--- config.mk ---
export PLATFORM = sky130hd
export DESIGN_NAME = lane_runner
export DESIGN_NICKNAME = d
export VERILOG_FILES = /design/src/rtl/lane_runner_pkg.sv /design/src/rtl/lane_runner_cmd_fifo.sv /design/src/rtl/lane_runner.sv
export SDC_FILE = /design/constraint.sdc
export NUM_CORES = 1
export LEC_CHECK = 0
export ABC_AREA = 1
export BUFFER_PORTS_ARGS = -buffer_cell sky130_fd_sc_hd__buf_2
export CAP_MARGIN = 0
export CORE_MARGIN = 2
export CORE_UTILIZATION = 45
export CTS_BUF_LIST = sky130_fd_sc_hd__clkbuf_4
export DETAILED_ROUTE_END_ITERATION = 6
export PLACE_DENSITY = 0.75
export RECOVER_POWER = 100
export REMOVE_ABC_BUFFERS = 1
export SKIP_LAST_GASP = 1
export SYNTH_ARGS = -nofsm -noshare
export SYNTH_HDL_FRONTEND = slang
export SYNTH_SLANG_ARGS = --single-unit
--- constraint.sdc ---
create_clock -name clock -period 6.81 [get_ports clock]
set_clock_uncertainty 0.05 [all_clocks]
set_input_delay 0.3405 -clock clock [delete_from_list [all_inputs] [get_ports clock]]
set_output_delay 0.3405 -clock clock [all_outputs]
set_load 0.01 [all_outputs]
--- src/rtl/lane_runner_pkg.sv ---
// Shared types, default geometry and lane-centre helper for the lane runner.
package lane_runner_pkg;

  typedef enum logic [1:0] {GROUND, RISE, FALL, SLIDE} vstate_t;

  localparam int unsigned NUM_LANES_DEF  = 3;
  localparam int unsigned LANE0_X_DEF    = 144;
  localparam int unsigned LANE_PITCH_DEF = 256;
  localparam int unsigned SHIFT_STEP_DEF = 32;
  localparam int unsigned QUEUE_DEPTH_DEF = 2;
  localparam int unsigned JUMP_HALF_DEF  = 12;
  localparam int unsigned JUMP_STEP_DEF  = 6;
  localparam int unsigned CLEAR_H_DEF    = 35;
  localparam int unsigned SLIDE_MIN_DEF  = 8;
  localparam int unsigned FEET_Y_DEF     = 480;
  localparam int unsigned PLAYER_W_DEF   = 40;
  localparam int unsigned PLAYER_H_DEF   = 50;
  localparam int unsigned SLIDE_H_DEF    = 25;
  localparam int unsigned HEAD_H_DEF     = 12;

  function automatic logic [9:0] lane_x(input int unsigned lane,
                                        input int unsigned lane0,
                                        input int unsigned pitch);
    return 10'(lane0 + lane * pitch);
  endfunction

endpackage

--- src/rtl/lane_runner_cmd_fifo.sv ---
// Depth x 1-bit command FIFO; pushes when full and pops when empty are ignored.
module cmd_fifo #(
  parameter int unsigned DEPTH = 2
) (
  input  logic clock,
  input  logic reset_n,
  input  logic push,
  input  logic din,
  input  logic pop,
  output logic dout,
  output logic full,
  output logic empty
);

  localparam int unsigned PW  = (DEPTH > 1) ? $clog2(DEPTH) : 1;
  localparam int unsigned CTW = $clog2(DEPTH + 1);

  logic [DEPTH-1:0] mem;
  logic [PW-1:0]    rd_ptr, wr_ptr;
  logic [CTW-1:0]   count;
  logic             do_push, do_pop;

  function automatic logic [PW-1:0] ptr_inc(input logic [PW-1:0] p);
    return (p == PW'(DEPTH - 1)) ? '0 : p + PW'(1);
  endfunction

  assign full    = (count == CTW'(DEPTH));
  assign empty   = (count == '0);
  assign dout    = mem[rd_ptr];
  assign do_push = push & ~full;
  assign do_pop  = pop & ~empty;

  always_ff @(posedge clock or negedge reset_n) begin
    if (!reset_n) begin
      mem    <= '0;
      rd_ptr <= '0;
      wr_ptr <= '0;
      count  <= '0;
    end else begin
      if (do_push) begin
        mem[wr_ptr] <= din;
        wr_ptr      <= ptr_inc(wr_ptr);
      end
      if (do_pop) rd_ptr <= ptr_inc(rd_ptr);
      case ({do_push, do_pop})
        2'b10:   count <= count + CTW'(1);
        2'b01:   count <= count - CTW'(1);
        default: count <= count;
      endcase
    end
  end

endmodule

--- src/rtl/lane_runner.sv ---
// Multi-lane runner controller: queued lateral shifts, jump/slide vertical FSM, sprite pixels.
// Optional mid-air second jump enabled by defining LANE_RUNNER_DOUBLE_JUMP_EN.
module lane_runner
  import lane_runner_pkg::*;
#(
  parameter int unsigned NUM_LANES   = NUM_LANES_DEF,
  parameter int unsigned LANE0_X     = LANE0_X_DEF,
  parameter int unsigned LANE_PITCH  = LANE_PITCH_DEF,
  parameter int unsigned SHIFT_STEP  = SHIFT_STEP_DEF,
  parameter int unsigned QUEUE_DEPTH = QUEUE_DEPTH_DEF,
  parameter int unsigned JUMP_HALF   = JUMP_HALF_DEF,
  parameter int unsigned JUMP_STEP   = JUMP_STEP_DEF,
  parameter int unsigned CLEAR_H     = CLEAR_H_DEF,
  parameter int unsigned SLIDE_MIN   = SLIDE_MIN_DEF,
  parameter int unsigned FEET_Y      = FEET_Y_DEF,
  parameter int unsigned PLAYER_W    = PLAYER_W_DEF,
  parameter int unsigned PLAYER_H    = PLAYER_H_DEF,
  parameter int unsigned SLIDE_H     = SLIDE_H_DEF,
  parameter int unsigned HEAD_H      = HEAD_H_DEF
) (
  input  logic                         clock,
  input  logic                         reset_n,
  input  logic                         frame_done,
  input  logic                         game_active,
  input  logic                         move_left_pulse,
  input  logic                         move_right_pulse,
  input  logic                         jump_pulse,
  input  logic                         slide_hold,
  input  logic [9:0]                   row,
  input  logic [9:0]                   col,
  output logic [$clog2(NUM_LANES)-1:0] lane,
  output logic [9:0]                   player_x,
  output logic [9:0]                   player_y,
  output logic                         player_active,
  output logic                         player_head_active,
  output logic                         is_jumping,
  output logic                         is_sliding,
  output logic                         is_shifting,
  output logic                         jump_clear,
  output logic                         slide_clear
);

  localparam int unsigned LW = $clog2(NUM_LANES);
  localparam int unsigned CW = $clog2(JUMP_HALF + 1);
  localparam int unsigned SW = (SLIDE_MIN > 1) ? $clog2(SLIDE_MIN) : 1;
  localparam logic [LW-1:0] LANE_RST = LW'(NUM_LANES / 2);
  localparam logic [LW-1:0] LANE_MAX = LW'(NUM_LANES - 1);
  localparam logic [9:0]    XSTEP    = 10'(SHIFT_STEP);
  localparam logic [9:0]    YSTEP    = 10'(JUMP_STEP);

  logic tick;
  assign tick = frame_done & game_active;

  // ---------------- lateral: command queue and shifting ----------------
  logic          fifo_push, fifo_pop, fifo_dout, fifo_full, fifo_empty;
  logic          cmd_ok;
  logic [LW-1:0] next_lane;
  logic [9:0]    target_x;

  assign fifo_push = (move_left_pulse ^ move_right_pulse) & ~fifo_full;

  cmd_fifo #(.DEPTH(QUEUE_DEPTH)) u_cmd_fifo (
    .clock   (clock),
    .reset_n (reset_n),
    .push    (fifo_push),
    .din     (move_right_pulse),
    .pop     (fifo_pop),
    .dout    (fifo_dout),
    .full    (fifo_full),
    .empty   (fifo_empty)
  );

  assign target_x    = lane_x({{(32-LW){1'b0}}, lane}, LANE0_X, LANE_PITCH);
  assign is_shifting = (player_x != target_x);
  assign fifo_pop    = tick & ~is_shifting & ~fifo_empty;
  assign cmd_ok      = fifo_dout ? (lane != LANE_MAX) : (lane != '0);
  assign next_lane   = fifo_dout ? lane + LW'(1) : lane - LW'(1);

  always_ff @(posedge clock or negedge reset_n) begin
    if (!reset_n) begin
      lane     <= LANE_RST;
      player_x <= lane_x(NUM_LANES / 2, LANE0_X, LANE_PITCH);
    end else if (tick) begin
      // Out-of-range commands are popped but leave lane and x untouched.
      if (fifo_pop && cmd_ok) begin
        lane     <= next_lane;
        player_x <= fifo_dout ? player_x + XSTEP : player_x - XSTEP;
      end else if (is_shifting) begin
        player_x <= (player_x < target_x) ? player_x + XSTEP : player_x - XSTEP;
      end
    end
  end

  // ---------------- vertical: jump latch and pose FSM ----------------
  logic jump_latch;

  always_ff @(posedge clock or negedge reset_n) begin
    if (!reset_n)        jump_latch <= 1'b0;
    else if (jump_pulse) jump_latch <= 1'b1;
    else if (frame_done) jump_latch <= 1'b0;
  end

  vstate_t       state, state_n;
  logic [CW-1:0] cnt, cnt_n;
  logic [SW-1:0] scnt, scnt_n;
  logic [9:0]    offset, offset_n;
`ifdef LANE_RUNNER_DOUBLE_JUMP_EN
  logic          air_used, air_used_n;
`endif

  always_ff @(posedge clock or negedge reset_n) begin
    if (!reset_n) begin
      state    <= GROUND;
      cnt      <= '0;
      scnt     <= '0;
      offset   <= '0;
`ifdef LANE_RUNNER_DOUBLE_JUMP_EN
      air_used <= 1'b0;
`endif
    end else begin
      state    <= state_n;
      cnt      <= cnt_n;
      scnt     <= scnt_n;
      offset   <= offset_n;
`ifdef LANE_RUNNER_DOUBLE_JUMP_EN
      air_used <= air_used_n;
`endif
    end
  end

  always_comb begin
    state_n    = state;
    cnt_n      = cnt;
    scnt_n     = scnt;
    offset_n   = offset;
`ifdef LANE_RUNNER_DOUBLE_JUMP_EN
    air_used_n = air_used;
`endif
    if (tick) begin
      unique case (state)
        GROUND: begin
`ifdef LANE_RUNNER_DOUBLE_JUMP_EN
          air_used_n = 1'b0;
`endif
          if (jump_latch) begin
            state_n = RISE;
            cnt_n   = CW'(JUMP_HALF);
          end else if (slide_hold) begin
            state_n = SLIDE;
            scnt_n  = SW'(SLIDE_MIN - 1);
          end
        end
        RISE: begin
          offset_n = offset + YSTEP;
          if (cnt == CW'(1)) begin
            state_n = FALL;
            cnt_n   = CW'(JUMP_HALF);
          end else begin
            cnt_n = cnt - CW'(1);
          end
        end
        FALL: begin
`ifdef LANE_RUNNER_DOUBLE_JUMP_EN
          if (jump_latch && !air_used) begin
            state_n    = RISE;
            cnt_n      = CW'(JUMP_HALF);
            air_used_n = 1'b1;
          end else
`endif
          begin
            offset_n = (offset > YSTEP) ? offset - YSTEP : '0;
            if (cnt == CW'(1)) begin
              state_n  = GROUND;
              offset_n = '0;
            end else begin
              cnt_n = cnt - CW'(1);
            end
          end
        end
        SLIDE: begin
          if (scnt == '0 && !slide_hold) state_n = GROUND;
          else if (scnt != '0)           scnt_n  = scnt - SW'(1);
        end
      endcase
    end
  end

  assign is_jumping  = (state == RISE) || (state == FALL);
  assign is_sliding  = (state == SLIDE);
  assign slide_clear = is_sliding;
  assign jump_clear  = (offset >= 10'(CLEAR_H));
  assign player_y    = 10'(FEET_Y) - offset;

  // ---------------- sprite pixel windows ----------------
  logic [10:0] col_w, row_w, x_w, y_w, half_w, h_w, head_w;
  logic        in_x, in_y, in_head;

  assign col_w  = {1'b0, col};
  assign row_w  = {1'b0, row};
  assign x_w    = {1'b0, player_x};
  assign y_w    = {1'b0, player_y};
  assign half_w = 11'(PLAYER_W / 2);
  assign h_w    = is_sliding ? 11'(SLIDE_H) : 11'(PLAYER_H);
  assign head_w = 11'(HEAD_H);

  // Windows are compared with the offsets moved to the pixel side to avoid underflow.
  assign in_x    = (col_w + half_w >= x_w) && (col_w < x_w + half_w);
  assign in_y    = (row_w + h_w >= y_w) && (row_w < y_w);
  assign in_head = (row_w + h_w >= y_w) && (row_w + h_w < y_w + head_w);

  assign player_active      = game_active & in_x & in_y;
  assign player_head_active = game_active & in_x & in_y & in_head;

endmodule

Yosys cells after proc, flatten, opt, wreduce, memory -nomap -nowiden. Cells that the tools add are included.

Add/subtract/negate cells: 18. $lt $le $gt $ge: 11. Eq/ne operators: 19. Muxes and demuxes: 35. Bitwise logic cells: 13. Reductions and logical operators: 25.

Operators with widths (number): 10-bit two-way mux (6); 10-bit by 5-bit adder with 11-bit output (second input constant) (2); 11-bit by 10-bit greater-or-equal comparator with 1-bit output (2); 10-bit < comparator (2); 10-bit case mux with 2 select lines (1); 2-bit != test (second input constant) (8); 2-bit two-way mux (6); 3-bit two-way mux (4); 4-bit two-way mux (3); 4-bit case mux with 3 select lines (1); 2-bit nonzero test (6); 10-bit by 4-bit adder with 11-bit output (second input constant) (1); 10-bit by 6-bit adder with 11-bit output (1); 10-bit by 11-bit < comparator with 1-bit output (1); 11-bit < comparator (1); 10-bit by 3-bit adder with 10-bit output (second input constant) (1); 10-bit by 6-bit adder with 10-bit output (second input constant) (1); 8-bit by 10-bit adder with 10-bit output (first input constant) (1); 10-bit by 6-bit greater-or-equal comparator with 1-bit output (second input constant) (1); 10-bit by 3-bit > comparator with 1-bit output (second input constant) (1); 10-bit != test (1); 10-bit by 3-bit subtractor with 10-bit output (second input constant) (1); 10-bit by 6-bit subtractor with 10-bit output (second input constant) (1); 9-bit by 10-bit subtractor with 10-bit output (first input constant) (1); other kinds (32) (67).

Register bits: 38. Input port bits: 28. Output and inout bits: 29. Logic and storage cells: 132.

Depth between registers and ports, before layout. Gate-level depths: netlist of the first run.

Depth in word-level cells: 8. Depth in mapped cells: 21. Depth with buffers taken out: 21.

Hierarchy. From an unflattened synthesis of the first run, not the netlist that was laid out.

Cell total of the unflattened synthesis: 565. Area, all modules: 3955.0 um^2.

By module, submodules not included: lane_runner (times used 1, cells an instance 522, area an instance 3619.7 um^2, sequential area each 654.4 um^2); cmd_fifo (times used 1, cells an instance 43, area an instance 335.3 um^2, sequential area each 150.1 um^2).

Worst setup path after synthesis of the first run. Ideal clock, no wire load.

Path type: register -> output. Start point: register state[0]. End point: output player_active. Arrival time: 2.649 ns. Data required time: 6.419 ns. Setup slack: 3.771 ns. Stages on the path, launching flop included: 21. Path buffers: 0. Cells stage by stage: dfrtp_1 > ha_1 > xnor2_1 > ha_1 > inv_1 > nand2_1 > nand2_1 > nor2_1 > nand2_1 > nand2_1 > xor2_1 > ha_1 > a21o_1 > nor2_1 > nand2_1 > nand2_1 > nand2_1 > nand2_1 > nand3_1 > nand3_1 > inv_1.

Longest elaborated chain between the ends: 6.

Ends and longest elaborated chain: from (decl) (line lane_runner.sv:103) `vstate_t state, state_n;`; from (signal assigned) (line lane_runner.sv:121) `state <= state_n;`; 2-bit == test (line lane_runner.sv:189) `assign is_sliding = (state == SLIDE);`; via is_sliding (line lane_runner.sv:37) `output logic is_sliding,`; 6-bit two-way mux (line lane_runner.sv:203) `assign h_w = is_sliding ? 11'(SLIDE_H) : 11'(PLAYER_H);`; 10-bit by 6-bit adder with 11-bit output (line lane_runner.sv:208) `assign in_y = (row_w + h_w >= y_w) && (row_w < y_w);`; 11-bit by 10-bit greater-or-equal comparator with 1-bit output (line lane_runner.sv:208); 1-bit logical AND (line lane_runner.sv:208); 1-bit AND (line lane_runner.sv:211) `assign player_active = game_active & in_x & in_y;`; to (decl) (line lane_runner.sv:34) `output logic player_active,`.

The timed path passes the listed nets, and every way through them passes these cells.

Worst setup path in the final report of the first run.
Start point: register state[0]. End point: output player_head_active.

Longest elaborated chain between the ends: 7. Elaborated cells on any way between the ends: 9. Classes of those cells: 1 x add/sub; 2 x order compare; 1 x eq/ne; 1 x mux; 2 x bitwise; 2 x reduce/logical.

Ends and longest elaborated chain: 2-bit == test (*) (line lane_runner.sv:189); 6-bit two-way mux (*) (line lane_runner.sv:203); 10-bit by 6-bit adder with 11-bit output (*) (line lane_runner.sv:208, lane_runner.sv:209); 11-bit by 10-bit greater-or-equal comparator with 1-bit output (line lane_runner.sv:208, lane_runner.sv:209); 1-bit logical AND (line lane_runner.sv:208); 1-bit AND (line lane_runner.sv:212) `assign player_head_active = game_active & in_x & in_y & in_head;`; 1-bit AND (*) (line lane_runner.sv:212); to (decl) (line lane_runner.sv:35) `output logic player_head_active,`.

Every way passes the cells marked *; elsewhere a longest branch is shown, timed or not.

==> metrics, run 1 <==
Hold Violations, Final 0; Skew-Pair Late Insertion Delay 0.35 ns; #FFs+latches synth 32; GP Congestion just over 0.9; fillcell total between 900 and 1000; post-DR vias/cell around 5.2; Die Y a little under 100 µm; Internal Pwr Total 0.898 mW; hpwl dp between 7000 and 8000 µm; nets approximately 710; share of cells above drive strength 1 about 9%; Switching Fraction 54.7%; initial antenna violation count 0; critical-path cell list ha_1 -> xnor2_1 -> ha_1 -> inv_1 -> nand2_1 -> nand2_1 -> nor2_1 -> nand2_1 -> nand2_1 -> xor2_1 -> ha_1 -> a21o_1 -> nor2_1 -> nand2_1 -> nand2_1 -> nand2_1 -> nand2_1 -> nand3_1 -> nand3_1 -> nor2_1 -> clkbuf_1; CTS tree done; CP required ~6.4 ns; Period minus WS final 3.93 ns; endpoints failing setup 0; clock group share of total power 7.7%; antenna fix cells 0; CP Class reg -> out; first-pass GRT wire length roughly 17000 µm; DRC viols 0; clk slew on worst S/H paths 0.13 ns; Mapped Cells around 580; H-tree depth 2; number of I/O port buffers 48; Clock Sinks 32; Worst-Margin Slew ~1.8 ns; remaining global-route overflow 0; outcome finished, violations left; Max rail drop VDD around 0.00026 V; setup bufs post-CTS 0; worst-case clock buffer depth 2; Clock Root Buffer clkbuf_4; initial core utilization 46.0%; Ports 57; RSZ-0062 raised after global routing false; Reg power frac 18.7%; worst rel slew slack -20.1%; drt pass-1 iters 4; violated checks max-capacitance violations, max-slew violations; Slew Viols, Final 33; design area about 4300 µm²; Max Clock Freq around 250 MHz; Async SR Flop Fraction between 90% and 100%; HP Class in -> reg; CP peak stage delay about 0.45 ns; Post-DRT Antenna Nets 0; Area Overhead vs Synth 7.39%; Crit path top cell by count nand2_1; unique cell type count in the Yosys netlist between 40 and 50; GRT Resource Usage Total between 20% and 30%; number of enable flip-flop cells after synthesis 0; synth warn 0; critical path's slowest cell dfrtp_1; total die area 9650 µm²; Cell Area, Placed roughly 4300 µm²; Die W between 90 and 100 µm; WP data arrival approximately 3.5 ns; Overall Power 1.98 mW; Comb pwr share approximately three quarters; Setup TNS Final 0 ns; pin count of the biggest net entering global routing 33; synthesized area per cell around 6.9 µm²; core box area 8680 µm²; Vias about 3800; vias in the first global route approximately 3800; crit path buf inv count 2; Top FF cell, synth dfrtp_1; post-cts sizing count 0; DP Worst Slack approximately 3.3 ns; Worst setup EP type output port; pwr dens between 400 and 500 nW/µm²; part of the Yosys area used for sequential elements 20.1%; total CTS buffers 5; drt initial violations between 150 and 200; Max Cap Viol 1; Mapped Area 4000 µm²; switching power total ~1.1 mW; fin worst setup slack between 2 and 3 ns; Top delay family on crit path simple AND/OR/NAND/NOR gates; num rows 34; Critical Path Source Type register; Tcrit/Tclk final 57.8%; Max FO, Critical Path 9; Pleak about 2.3 nW; hold_buf cts 1; final wirelength 9390 µm; Wirelength per Cell approximately 13 µm
## metrics by stage
step           cells  hold WS [ns]  util (%)
4_1_cts          735         0.102      50.6
3_3_place_gp     726         0.397      49.6
6_report         735         0.118      49.4
3_5_place_dp     726         0.400      49.6
5_1_grt          735         0.107      49.4
2_1_floorplan    570      -0.00509         -
## kinds of logic (layout without fill, tap and decap cells)
family	after synthesis	after routing	synth area share (%)
compound gates	93	93	13.5
xor+xnor	42	42	9.96
fa+ha+maj	59	59	18.5
buf+inv	102	147	10.6
flops	32	32	20.1
mux	1	1	0.282
other cells	2	6	0.188
simple gates	247	247	26.9
## path summary, 6_finish.rpt
| check | start | end | slack [ns] | cells after the start |
|---|---|---|---|---|
| max | state[0] | player_head_active | 2.88 | 21 |
| min | jump_pulse | jump_latch | 0.12 | 2 |
| max reg2reg | lane[0] | player_x[6] | 4.06 | 8 |
| min reg2reg | u_cmd_fifo.mem[1] | u_cmd_fifo.mem[1] | 0.48 | 1 |
| max in group asynchronous | reset_n | cnt[0] | 4.71 | 2 |
| min in group asynchronous | reset_n | offset[1] | 0.95 | 2 |
## state kept, by name (all words and copies together), names as in the netlist
name and count:
jump_latch 1, u_cmd_fifo.rd_ptr 1, cnt 4, lane 2, offset 9, u_cmd_fifo.mem 2
scnt 3, state 2, u_cmd_fifo.wr_ptr 1, player_x 5, u_cmd_fifo.count 2
## cell usage after synthesis (4+ instances only)
master	n	area (µm²)
xnor2_1	6	52.6
inv_1	86	323
xor2_1	32	280
ha_1	59	738
nor2_1	51	191
nand4_1	5	31.3
nand3_1	33	165
o211ai_1	5	37.5
nor3_1	7	35.0
xor2_2	4	65.1
buf_4	10	75.1
o21ai_0	41	205
nand2_1	137	514
dfrtp_1	29	726
a21oi_1	28	140
## cell type report
cell class | count | area, µm² | area share [%]
tap | 108 | 135 | 3.15
clock inverter | 2 | 35.0 | 0.817
clock buffer | 6 | 45.0 | 1.05
timing repair buffer | 49 | 231 | 5.40
sequential | 32 | 805 | 18.8
multi-input combinational | 448 | 2700 | 62.9
inverter | 90 | 339 | 7.90
## power by group through the flow
stage / Sequential [mW] / Combinational (mW) / Clock [mW]
floorplan: 0.364 / 1.11 / 0
global placement: 0.373 / 1.40 / 0
detailed placement: 0.380 / 1.48 / 0
CTS: 0.376 / 1.49 / 0.158
global route: 0.387 / 1.69 / 0.163
finish: 0.371 / 1.46 / 0.153
## per-layer routing
layer / GRT usage, % / up-vias / share of wire, %
met4: 7.90 / 0 / 2.6
met3: 3.58 / 18 / 4.2
met5: 0 / - / 0
met2: 35.9 / 93 / 49
met1: 25.0 / 1744 / 44
li1: - / 1954 / -
## cell usage in the layout, fill, tap and decap left out, types with 3 or more instances in the layout
cell type,instances
a21oi_1,29
nor2_1,52
o21ai_0,41
dfstp_1,3
dfrtp_1,29
clkbuf_4,6
xnor2_1,6
clkbuf_1,15
nand3_1,34
ha_1,59
conb_1,6
buf_2,33
nor3_2,3
xor2_1,35
o211ai_1,5
inv_1,86
nand4_1,6
o22ai_1,3
nand2_1,138
nor3_1,7
No activity file was read; power rests on OpenSTA's default activity.
==> run 2: changes to the inputs <==
--- a/config.mk
+++ b/config.mk
@@ -5,7 +5,7 @@
 export SDC_FILE = /design/constraint.sdc
 export NUM_CORES = 1
 export LEC_CHECK = 0
-export ABC_AREA = 1
+export ABC_AREA = 0
 export BUFFER_PORTS_ARGS = -buffer_cell sky130_fd_sc_hd__buf_2
 export CAP_MARGIN = 0
 export CORE_MARGIN = 2
==> constraint.sdc (replaced) <==
create_clock -name clock -period 3.9 [get_ports clock]
set_clock_uncertainty 0.05 [all_clocks]
set_input_delay 0.195 -clock clock [delete_from_list [all_inputs] [get_ports clock]]
set_output_delay 0.195 -clock clock [all_outputs]
set_load 0.01 [all_outputs]
==> run 2 against run 1 <==
- cell count is 17% lower
- critical path depth is 6 lower
- synthesized cell count is 20% lower
- die area is 3.3% lower
- core utilization is 2.3 points higher
- largest power group unchanged
- the run still ends with max-capacitance violations, max-slew violations left
- non-clock buffer count is 9 higher
- flip-flop and latch count stayed put
- sequential power is 95% higher
- clock power is 25% higher
- wire length is 8.0% lower
==> metrics, run 2 <==
outcome finished, violations left (unchanged); violated checks max-capacitance violations, max-slew violations (unchanged); Tcrit/Tclk final 92.2%; pin count of the biggest net entering global routing 33 (unchanged); most frequent cells in the layout ha_1, nor2_1, buf_2, inv_1, o21ai_0 (was nand2_1, inv_1, ha_1, nor2_1, o21ai_0); max reg flops 9 (unchanged); met2 WL post-DR 4360 µm (was 4580 µm); Area Overhead vs Synth 10.8% (was 7.39%); number of I/O port buffers 48 (unchanged); initial antenna violation count 0 (unchanged); GP Congestion 0.898 (was 0.907); Setup TNS Final 0 ns (unchanged); total CTS buffers 5 (unchanged); Mapped Area 3860 µm² (was 4000 µm²); Max rail drop VDD 0.000276 V (was 0.000257 V); post-DR vias/cell 5.65 (was 5.18); core box area 8260 µm² (was 8680 µm²); num rows 33 (was 34); Worst setup EP type output port (unchanged); Skew-Pair Late Insertion Delay 0.34 ns (was 0.35 ns); Mapped Cells 463 (was 578); worst rel slew slack -21.5% (was -20.1%); most frequent cell after synthesis ha_1 (was nand2_1); nets 593 (was 713); drt initial violations 187 (was 188); Wirelength per Cell 14.1 µm (was 12.8 µm); most area-consuming cells after synthesis ha_1, dfrtp_1, xnor2_1 (was ha_1, dfrtp_1, nand2_1); clk slew on worst S/H paths 0.11 ns (was 0.13 ns); post-synth top area cell ha_1 (unchanged); pwr dens 783 nW/µm² (was 462 nW/µm²); #FFs+latches synth 32 (unchanged); WP data arrival 3.35 ns (was 3.54 ns); Overall Power 3.35 mW (was 1.98 mW); Vias 3459 (was 3809); Synth top area share 19.1% (was 18.5%); CP Class reg -> out (unchanged); first-pass GRT wire length 14600 µm (was 16600 µm); Die W 96.6 µm (was 98.2 µm); CTS tree done (unchanged); initial core utilization 46.7% (was 46.0%); Top FF cell, synth dfrtp_1 (unchanged); worst min-delay path startpoint move_right_pulse (was jump_pulse); biggest regs offset: 9 flops, player_x: 5 flops, cnt: 4 flops (unchanged); Period minus WS final roughly 3.6 ns; part of the Yosys area used for sequential elements 20.9% (was 20.1%); Ports 57 (unchanged); hpwl dp 6710 µm (was 7650 µm); unique cell type count in the Yosys netlist 72 (was 43); H-tree depth 2 (unchanged); Clock Sinks 32 (unchanged); Max Cap Viol 1 (unchanged); commonest non-fill, non-tap cell in the layout ha_1 (was nand2_1); DRC viols 0 (unchanged); Async SR Flop Fraction 100% (unchanged); drt pass-1 iters 4 (unchanged); vias in the first global route 3301 (was 3817); Hold Violations, Final 0 (unchanged); synth warn 0 (unchanged); remaining global-route overflow 0 (unchanged); worst-case clock buffer depth 2 (unchanged); Critical Path Source Type register (unchanged); CP Launch Point state[0] (unchanged); Top reg by flops offset (unchanged); antenna fix cells 0 (unchanged); Die Y 96.6 µm (was 98.2 µm); Worst-Margin Slew 1.82 ns (was 1.80 ns); Met1 Wirelength 3860 µm (was 4170 µm); Pleak 1.91 nW (was 2.30 nW); GRT Resource Usage Total 19.4% (was 20.5%); number of enable flip-flop cells after synthesis 0 (unchanged); synthesized area per cell 8.33 µm² (was 6.91 µm²); total die area 9330 µm² (was 9650 µm²); HP Class in -> reg (unchanged); FF-to-FF Start lane[0] (unchanged); final wirelength 8640 µm (was 9390 µm); endpoints failing setup 0 (unchanged); met3 wire len 303 µm (was 395 µm); Clock Root Buffer clkbuf_4 (unchanged); CP required 3.65 ns (was 6.42 ns); Max FO, Critical Path 5 (was 9); DR top layer met4 (unchanged); Max Clock Freq around 280 MHz; share of cells above drive strength 1 16.0% (was 8.93%); most frequent cells after synthesis ha_1, nor2_1, inv_1 (was nand2_1, inv_1, ha_1); Post-DRT Antenna Nets 0 (unchanged); RSZ-0062 raised after global routing false (unchanged); Slew Viols, Final 33 (unchanged)
## run 2: changes by cell type in the layout (fill, tap and decap cells not counted), moves of 9 or more
| cell | change |
|---|---|
| xnor2_1 | +24 |
| nor2_1 | -13 |
| xor2_1 | -26 |
| nand2_1 | -113 |
| nand2b_1 | +9 |
| nand3_1 | -22 |
| inv_1 | -53 |
## run 2: where the power goes
group | switching (mW) | internal (mW) | total, mW | leakage, nW
clock | 0.118 | 0.0737 | 0.192 | 0.0307
sequential | 0.237 | 0.485 | 0.722 | 0.378
combinational | 1.38 | 1.05 | 2.43 | 1.50
## run 2: final timing paths
path | end | slack, ns | depth (start not counted)
worst max register to register | player_x[8] | 1.18 | 8
max in group asynchronous | state[1] | 1.79 | 2
min in group asynchronous | u_cmd_fifo.mem[0] | 0.81 | 2
worst min register to register | u_cmd_fifo.wr_ptr | 0.48 | 1
worst max-delay path | player_head_active | 0.30 | 15
worst min-delay path | u_cmd_fifo.mem[0] | 0.07 | 2
## run 2: through the flow
stage / hold WS, ns / util (%) / worst slack (ns) / area (µm²) / cells
4_1_cts: 0.0684 / 50.9 / 0.0429 / 4200 / 607
6_report: 0.0717 / 51.7 / 0.303 / 4270 / 612
3_5_place_dp: 0.258 / 49.8 / 0.274 / 4120 / 597
5_1_grt: 0.0662 / 51.7 / 0.00938 / 4270 / 612
3_3_place_gp: 0.247 / 49.8 / 0.425 / 4120 / 597
2_1_floorplan: -0.151 / - / 0.220 / 3720 / 441
## run 2: worst max-delay path, stage by stage, from the launching register on
cell	delay (ns)
dfrtp_2	0.47
ha_2	0.21
xnor2_1	0.15
ha_2	0.22
o21ai_0	0.08
a211oi_1	0.23
o22a_1	0.24
nand3_2	0.11
xnor2_2	0.22
ha_1	0.26
o21ai_0	0.17
nand2b_1	0.07
a21oi_1	0.14
a31oi_1	0.06
a311oi_1	0.20
buf_2	0.17
## run 2: timing repair
action,CTS,global route
setup buffers,0,5
resized for setup,3,20
pin swaps,0,7
setup endpoints to repair,1,2
hold buffers,2,0
endpoints found under the hold margin,30,0
## run 2: cells by family (layout without fill, tap and decap cells)
kind of cell               Yosys count  count (layout)  share of synthesized area [%]
xor gates and xnor gates            43              43                           10.2
other                                2               6                          0.195
muxes                                9               9                           2.47
DFF                                 32              32                           20.9
AOI/OAI and AO/OA                  127             127                           22.4
buffers and inverters               62             102                           7.43
adders and majority gates           59              59                           19.1
and+or+nand+nor                    129             129                           17.4
## run 2: per-layer routing
layer | track usage (%) | vias up
met5 | 0 | -
met4 | 5.63 | 0
met3 | 2.40 | 9
met2 | 35.0 | 65
met1 | 24.2 | 1648
li1 | - | 1737
## run 2: area by class of cell
cell class | instances | area, µm²
fillers | 823 | 3990
multi-input cells | 373 | 2840
flip-flops and latches | 32 | 807
repair buffers | 58 | 305
inverters | 36 | 135
well taps | 105 | 131
clock buffers | 6 | 45.0
clock inverters | 2 | 7.51
==> run 3: changes to the inputs <==
--- a/config.mk
+++ b/config.mk
@@ -15,6 +15,7 @@
 export PLACE_DENSITY = 0.75
 export RECOVER_POWER = 100
 export REMOVE_ABC_BUFFERS = 1
+export SETUP_SLACK_MARGIN = 0.5
 export SKIP_LAST_GASP = 1
 export SYNTH_ARGS = -nofsm -noshare
 export SYNTH_HDL_FRONTEND = slang
==> run 3 against run 2 <==
- the flow still finishes with violations (max-capacitance violations, max-slew violations)
- maximum frequency is 0.51% lower
- register-to-register slack gained 0.13 ns
- global-route usage grew 0.85 points
- first-iteration DRC count rose by 18%
- highest routed layer unchanged
- critical path depth decreased by 1
==> metrics, run 3 (synthesized netlist as in run 2, its figures left out) <==
Max Cap Viol 1 (unchanged); Worst R2R Setup Slack 1.31 ns (was 1.18 ns); Clock Root Buffer clkbuf_4 (unchanged); Clock Sinks 32 (unchanged); total die area 9330 µm² (unchanged); Comb pwr share 75.7% (was 72.7%); WP data arrival 3.37 ns (was 3.35 ns); Area Overhead vs Synth 20.4% (was 10.8%); Wirelength per Cell 15.3 µm (was 14.1 µm); biggest regs offset: 9 flops, player_x: 5 flops, cnt: 4 flops (unchanged); remaining global-route overflow 0 (unchanged); violated checks max-capacitance violations, max-slew violations (unchanged); clock group share of total power 5.0% (was 5.7%); Max Clock Freq 277 MHz (was 278 MHz); hpwl dp 6710 µm (unchanged); Switching Fraction 51.0% (was 51.8%); share of cells above drive strength 1 25.3% (was 16.0%); Max rail drop VDD 0.000269 V (was 0.000276 V); first-pass GRT wire length 15100 µm (was 14600 µm); Util after Layout 56.2% (was 51.7%); Post-DRT Antenna Nets 0 (unchanged); max reg flops 9 (unchanged); DRC viols 0 (unchanged); Setup TNS Final 0 ns (unchanged); Die W 96.6 µm (unchanged); critical path's slowest cell dfrtp_1 (was dfrtp_2); number of I/O port buffers 48 (unchanged); Tcrit/Tclk final 92.7% (was 92.2%); Worst-Margin Slew 1.83 ns (was 1.82 ns); CTS tree done (unchanged); Worst setup EP type output port (unchanged); clk slew on worst S/H paths 0.11 ns (about the same); CP peak stage delay 0.45 ns (was 0.47 ns); CP required 3.65 ns (about the same); Slew Viols, Final 33 (unchanged); most frequent cells in the layout ha_1, buf_2, nor2_1, inv_1, o21ai_0 (was ha_1, nor2_1, buf_2, inv_1, o21ai_0); critical-path cell list ha_1 -> buf_8 -> and4_1 -> o21a_1 -> a211o_4 -> a32oi_2 -> xnor2_1 -> ha_2 -> o21ai_1 -> nand2b_1 -> a21oi_2 -> a31oi_1 -> a311oi_1 -> buf_2 (was ha_2 -> xnor2_1 -> ha_2 -> o21ai_0 -> a211oi_1 -> o22a_1 -> nand3_2 -> xnor2_2 -> ha_1 -> o21ai_0 -> nand2b_1 -> a21oi_1 -> a31oi_1 -> a311oi_1 -> buf_2); drt initial violations 220 (was 187); initial antenna violation count 0 (unchanged); endpoints failing setup 0 (unchanged); outcome finished, violations left (unchanged); num rows 33 (unchanged); antenna fix cells 0 (unchanged); Pleak 2.06 nW (was 1.91 nW); reg2reg path depth 8 (unchanged); Reg power frac 19.3% (was 21.6%); vias in the first global route 3434 (was 3301); pwr dens 817 nW/µm² (was 783 nW/µm²); final wirelength 9670 µm (was 8640 µm); pin count of the biggest net entering global routing 33 (unchanged); initial core utilization 46.7% (unchanged); worst hold stages 2 (unchanged); Period minus WS final 3.62 ns (was 3.60 ns); drt pass-1 iters 5 (was 4); Top reg by flops offset (unchanged); worst rel slew slack -22.0% (was -21.5%); total CTS buffers 5 (unchanged); Die Y 96.6 µm (unchanged); Max FO, Critical Path 5 (unchanged); GP Congestion 0.898 (unchanged); GRT Resource Usage Total 20.2% (was 19.4%); CP Class reg -> out (unchanged); post-DR vias/cell 5.79 (was 5.65); commonest non-fill, non-tap cell in the layout ha_1 (unchanged); nets 611 (was 593); Skew-Pair Late Insertion Delay 0.34 ns (about the same); Ports 57 (unchanged); Critical Path Source Type register (unchanged); Internal Pwr Total 1.86 mW (was 1.61 mW); HP Class in -> reg (unchanged); Hold Violations, Final 0 (unchanged); RSZ-0062 raised after global routing true (was false); switching power total 1.93 mW (was 1.73 mW); Vias 3650 (was 3459); H-tree depth 2 (unchanged); core box area 8260 µm² (unchanged); worst-case clock buffer depth 2 (unchanged)
[run 3: metrics by stage]
stage	worst slack, ns	cell area, µm²	power (mW)	cells	hold WS (ns)
floorplan	0.220	3720	2.46	441	-0.151
global placement	0.425	4120	2.97	597	0.247
detailed placement	0.274	4120	3.08	597	0.258
CTS	0.447	4430	3.50	619	0.0684
global route	0.0658	4640	4.16	630	0.0662
finish	0.284	4640	3.80	630	0.0698
[run 3: layout make-up]
| class | instances | area [µm²] |
|---|---|---|
| multi-input cells | 373 | 3060 |
| clock buffers | 6 | 45.0 |
| repair buffers | 76 | 458 |
| well taps | 105 | 131 |
| inverters | 36 | 135 |
| flip-flops and latches | 32 | 810 |
| fillers | 778 | 3610 |
| clock inverters | 2 | 7.51 |
[run 3: worst max-delay path: cells and delay by family (launching register included)]
kind                       cells  cell delay, ns
AOI/OAI and AO/OA              7            1.17
xor gates and xnor gates       1            0.20
adders and majority gates      2            0.60
buffers and inverters          2            0.32
DFF                            1            0.45
and+or+nand+nor                2            0.30
[run 3: power by group through the flow]
stage               clock network, mW  registers [mW]  logic [mW]
finish                          0.191           0.732        2.87
global route                    0.206           0.760        3.19
CTS                             0.197           0.728        2.58
detailed placement                  0           0.724        2.35
global placement                    0           0.708        2.27
floorplan                           0           0.705        1.76
[run 3: routing by layer]
| metal | wire, µm | up-vias | GRT usage, % | part of all wire [%] |
|---|---|---|---|---|
| met2 | 5010 | 110 | 37.2 | 52 |
| met5 | 0 | - | 0 | 0 |
| met3 | 435 | 26 | 2.64 | 4.5 |
| met1 | 4010 | 1740 | 24.5 | 41 |
| met4 | 205 | 0 | 6.22 | 2.1 |
| li1 | - | 1774 | - | - |
[run 3: worst paths after layout]
| check | start | end |
|---|---|---|
| max | state[0] | player_head_active |
| min | move_right_pulse | u_cmd_fifo.mem[0] |
| max reg2reg | state[0] | scnt[2] |
| min reg2reg | u_cmd_fifo.wr_ptr | u_cmd_fifo.wr_ptr |
| max in group asynchronous | reset_n | offset[4] |
| min in group asynchronous | reset_n | u_cmd_fifo.mem[0] |
[run 3: timing repair]
item,in CTS,in global routing
pin swaps,18,15
endpoints found under the hold margin,30,0
gates cloned,0,0
buffers inserted,12,11
resized for setup,33,29
setup endpoints to repair,2,2
hold buffers,2,0
